[config.mk]
export PLATFORM = sky130hd
export DESIGN_NAME = ky32_bus_arbiter
export DESIGN_NICKNAME = d
export VERILOG_FILES = /design/src/rtl/ky32_arb_pkg.sv /design/src/rtl/KY32_mux4x32.sv /design/src/rtl/ky32_bus_arbiter.sv
export SDC_FILE = /design/constraint.sdc
export NUM_CORES = 1
export LEC_CHECK = 0
export ABC_CLOCK_PERIOD_IN_PS = 2200
export CORE_MARGIN = 3
export CORE_UTILIZATION = 29
export CTS_CLUSTER_DIAMETER = 50
export DETAILED_ROUTE_END_ITERATION = 7
export GPL_ROUTABILITY_DRIVEN = 1
export GPL_TIMING_DRIVEN = 0
export PLACE_DENSITY_LB_ADDON = 0.08
export SYNTH_ARGS = -nofsm -noshare
export SYNTH_HDL_FRONTEND = slang
export SYNTH_HIERARCHICAL = 1
export SYNTH_SLANG_ARGS = --single-unit
[constraint.sdc]
create_clock -name clk -period 2.2 [get_ports clk]
set_input_delay 0.44 -clock clk [delete_from_list [all_inputs] [get_ports clk]]
set_output_delay 0.44 -clock clk [all_outputs]
set_load 0.01 [all_outputs]
[src/rtl/ky32_arb_pkg.sv]
// ky32_arb_pkg: shared state encoding and sizing constants for the ky32 bus arbiter.
package ky32_arb_pkg;
  typedef enum logic {IDLE = 1'b0, BUSY = 1'b1} state_t;
  localparam int NREQ = 4;
  localparam int SELW = 2;
  localparam int LOCK_MAX = 4;
endpackage

[src/rtl/KY32_mux4x32.sv]
// KY32_mux4x32: 4:1 32-bit word multiplexer.
module KY32_mux4x32 (
  input  logic [31:0] a0,
  input  logic [31:0] a1,
  input  logic [31:0] a2,
  input  logic [31:0] a3,
  input  logic [1:0]  s,
  output logic [31:0] y
);
  assign y = s[1] ? (s[0] ? a3 : a2) : (s[0] ? a1 : a0);
endmodule

[src/rtl/ky32_bus_arbiter.sv]
// ky32_bus_arbiter: 4-way round-robin arbiter sharing one 32-bit slave port with valid/ready and timeout.
// Define KY32_ARB_LOCK_EN to add the lock port for locked bursts of up to LOCK_MAX transfers.
module ky32_bus_arbiter import ky32_arb_pkg::*; #(
  parameter int TIMEOUT = 16,
  parameter int CW = 5
) (
  input  logic            clk,
  input  logic            clrn,
  input  logic [NREQ-1:0] req,
  input  logic [31:0]     d0,
  input  logic [31:0]     d1,
  input  logic [31:0]     d2,
  input  logic [31:0]     d3,
  output logic [31:0]     bus_data,
  output logic [SELW-1:0] bus_sel,
  output logic [NREQ-1:0] gnt,
  output logic            bus_valid,
  input  logic            bus_ready,
  output logic [NREQ-1:0] ack,
  output logic            err
`ifdef KY32_ARB_LOCK_EN
  ,
  input  logic [NREQ-1:0] lock
`endif
);
  localparam logic [CW-1:0] TLIM = CW'(TIMEOUT == 0 ? 0 : TIMEOUT - 1);
  state_t          state;
  logic [SELW-1:0] ptr, win;
  logic [CW-1:0]   cnt;
`ifdef KY32_ARB_LOCK_EN
  logic [$clog2(LOCK_MAX)-1:0] lcnt;
  logic                        keep;
  assign keep = lock[bus_sel] && req[bus_sel] && lcnt != ($clog2(LOCK_MAX))'(LOCK_MAX - 1);
`endif
  // Descending scan so the lowest offset after ptr wins; offset NREQ wraps back to ptr itself.
  function automatic logic [SELW-1:0] pick(input logic [NREQ-1:0] r, input logic [SELW-1:0] p);
    logic [SELW-1:0] w;
    w = p;
    for (int i = NREQ; i >= 1; i--)
      if (r[SELW'(p + SELW'(i))]) w = SELW'(p + SELW'(i));
    return w;
  endfunction
  assign win = pick(req, ptr);
  assign ack = gnt & {NREQ{bus_valid & bus_ready}};
  KY32_mux4x32 u_mux (.a0(d0), .a1(d1), .a2(d2), .a3(d3), .s(bus_sel), .y(bus_data));
  always_ff @(posedge clk or negedge clrn)
    if (!clrn) begin
      state     <= IDLE;
      gnt       <= '0;
      bus_sel   <= '0;
      bus_valid <= 1'b0;
      err       <= 1'b0;
      ptr       <= SELW'(NREQ - 1);
      cnt       <= '0;
`ifdef KY32_ARB_LOCK_EN
      lcnt      <= '0;
`endif
    end else begin
      err <= 1'b0;
      if (state == IDLE) begin
        if (|req) begin
          state     <= BUSY;
          bus_sel   <= win;
          gnt       <= NREQ'(1) << win;
          bus_valid <= 1'b1;
          cnt       <= '0;
`ifdef KY32_ARB_LOCK_EN
          lcnt      <= '0;
`endif
        end
      end else if (bus_ready) begin
`ifdef KY32_ARB_LOCK_EN
        if (keep) begin
          cnt  <= '0;
          lcnt <= lcnt + 1'b1;
        end else
`endif
        begin
          state     <= IDLE;
          ptr       <= bus_sel;
          gnt       <= '0;
          bus_valid <= 1'b0;
        end
      end else if (TIMEOUT != 0 && cnt == TLIM) begin
        state     <= IDLE;
        ptr       <= bus_sel;
        gnt       <= '0;
        bus_valid <= 1'b0;
        err       <= 1'b1;
      end else begin
        cnt <= cnt + 1'b1;
      end
    end
endmodule

==> metrics.md <==
| Metric | Value |
|---|---|
| Outcome | finished, final reports clean |
| Pre-antenna DRT Iters | 4 |
| Crit path largest cell delay | 0.49 ns |
| RSZ-0062 raised after global routing | no |
| Post-detailed-route wirelength per cell | 19.8 um |
| Port Buffer Count | 178 |
| Worst path cell trace | buf_6, buf_12, mux4_2, dlygate4sd2_1 |
| VDD IR-drop max | 0.772 mV |
| CTS tree | done |
| Antenna Cells | 0 |
| P_leak | 1.40 nW |
| Core box area | 5300 sq um |
| Bufs and invs on worst path | 3 |
| Gpl congestion | 0.817 |
| CP Capture Type | primary output |
| Vias after detailed routing | 1,870 |
| H-tree depth | 1 |
| Dpl cells | 367 |
| Hold Crit Class | flop to flop |
| Skew final | 0.00379 ns |
| WHS | 0.534 ns |
| Ranking of synthesized cells by area | mux4_2 (41%), dfrtp_1 (21%), buf_12 (3.7%) |
| R2r endpoint | cnt[3] |
| Origin of the critical flop-to-flop path | cnt[0] |
| Layout cells sized above 1 | 17.9% |
| I/O pin count | 179 |
| DR vias/cell | 5.03 |
| Synth Cell Area | 1640 sq um |
| Initial DRC Count | 85 |
| Crit-path slowest cell | mux4_2 |
| Final Power | 3.28 mW |
| Cell count after synthesis | 119 |
| Worst reg-to-reg path cell count | 7 |
| Die W | 81.3 um |
| Worst slew margin | 52.3% |
| R2R setup slack | 0.35 ns |
| Worst slew pin tran | 0.714 ns |
| Critical Path Fanout Max | 10 |
| Antenna violations before repair | 0 |
| Site Rows | 26 |
| Initial Util | 31.0% |
| Area after DPL | 3510 sq um |
| Most frequent cells in the layout | clkdlybuf4s50_1 (145), mux4_2 (30), clkdlybuf4s15_1 (19), dfrtp_1 (14), dlygate4sd2_1 (14) |
| Fin util | 67.2% |
| Register area share after synthesis | 24.5% |
| CTS max path bufs | 2 |
| Mapped Nets | 256 |
| Final period util | 97.1% |
| Nets | 440 |
| TritonCTS Sinks | 16 |
| DRC viols | 0 |
| Area fraction of the dominant cell type after synthesis | 41.1% |
| All-layer global routing usage | 21.7% |
| Die area | 6610 sq um |
| Fmax | 468 MHz |
| Arrival @ worst endpoint | 1.70 ns |
| Type of origin of the critical path | flop |
| # setup viols final | 0 |
| Multi-input logic area | 1120 sq um |
| Yosys reg bits | 16 |
| CTS root buffer | clkbuf_8 |
| Largest net degree at the start of global routing | 17 |
| Design area | 3570 sq um |
| Vias in the first global route | 1,920 |
| Post-DP HPWL | 6380 um |
| Die height | 81.3 um |
| Post-synth top area cell | mux4_2 |
| Max-cap violation count | 0 |
| Final hold vios | 0 |
| Routed Antenna Nets | 0 |
| Worst Hold Endpoint | cnt[0] |
| First-pass GRT wire length | 10,800 um |
| Max-slew violations | 0 |
| Clock latency on the worst-skew pair | 0.25 ns |
| Worst Hold Launch | cnt[0] |
| CTS Buf Count | 3 |
| Yosys warns | 6 |
| Total gr overflow | 0 |
| Shortest period the worst path allows | 2.14 ns |
| Crit path max-delay family | buffers and inverters |
| Final cell count without fillers | 372 |
| Most common cell after layout, fill and taps aside | clkdlybuf4s50_1 |
| Final setup margin | 0.0647 ns |
| Crit Path Category | flop to primary output |
| Setup TNS | 0 ns |
| Hold-fix buffers, CTS | 0 |
| Avg Inst Size Synth | 13.8 sq um |
| WP data required | 1.76 ns |
| Synth cell types | 34 |
| Area delta synth->final | 117% |
| Register area | 403 sq um |
| Clk slew on worst S/H paths | 0.07 ns |
| Pre-CTS WS | -0.0917 ns |
| # fillers | 423 |
| Worst Hold Depth | 1 |
| Power density over cell area | 919 nW/um^2 |
| Routed wire length | 7360 um |
[cell usage after synthesis, drive strengths merged]
cell	n
a211oi	1
a21o	2
a21oi	2
a31oi	1
a32o	2
and2	1
and3	5
and3b	1
buf	10
dfrtp	14
dfstp	2
ha	2
inv	2
mux2	2
mux2i	1
mux4	32
nand2	12
nand2b	2
nand3	4
nand3b	2
nand4	2
nor2	7
nor3	1
nor3b	1
o21ai	5
o221ai	1
o31ai	1
xor2	1
[layer usage]
layer | vias up | track usage [%] | part of all wire (%)
met4 | 0 | 5.24 | 2.0
li1 | 858 | - | -
met5 | - | 0 | 0
met2 | 83 | 37.1 | 50
met1 | 917 | 25.8 | 37
met3 | 12 | 7.98 | 11
[worst reg2reg max path: cells and delay by family, from the launching register on]
| kind | cells | cell delay, ns |
|---|---|---|
| DFF | 1 | 0.41 |
| xor gates and xnor gates | 1 | 0.15 |
| and+or+nand+nor | 4 | 0.72 |
| adders and majority gates | 2 | 0.46 |
[power by group]
| part | internal [mW] | leakage (nW) | switching [mW] | total [mW] |
|---|---|---|---|---|
| Sequential | 0.410 | 0.202 | 0.0957 | 0.506 |
| Combinational | 1.50 | 1.17 | 1.01 | 2.51 |
| Clock | 0.158 | 0.0288 | 0.0994 | 0.258 |
| Total | 2.07 | 1.40 | 1.21 | 3.28 |
[what timing repair did]
action	in CTS	in global routing
cloned	0	0
endpoints found under the setup margin	36	30
buffers inserted	1	0
resized for setup	33	22
[worst max path at each step]
stage / start / endpoint / slack, ns / cells past startpoint
detailed placement: d1[0] / bus_data[0] / -0.09 / 3
global route: bus_sel[0] / bus_data[2] / 0.005 / 4
global placement: d1[31] / bus_data[31] / -0.07 / 3
finish: bus_sel[0] / bus_data[28] / 0.06 / 4
CTS: bus_sel[0] / bus_data[19] / 0.03 / 4
floorplan: bus_sel[0] / bus_data[10] / 0.51 / 3
[registers in the layout, summed over array words and instances, names as in the netlist]
signal / count
ptr: 2
bus_sel: 2
cnt: 5
gnt: 4
err: 1
state: 1
bus_valid: 1
[final cells by class]
class                           instances  area share [%]
Timing Repair Buffer                  179            49.7
Multi-Input combinational cell         91            31.3
Sequential cell                        16            11.3
Buffer                                 10            3.47
Tap cell                               70            2.46
Clock buffer                            4            1.54
Inverter                                2           0.211
[logic make-up after synthesis]
kind of cell | count (synthesis) | synth area share, %
AOI/OAI and AO/OA | 15 | 7.76
xor gates and xnor gates | 1 | 0.533
adders and majority gates | 2 | 1.52
buffers and inverters | 12 | 7.53
DFF | 16 | 24.5
muxes | 35 | 46.3
and+or+nand+nor | 38 | 11.9
Power figures use the tool's default switching activity.
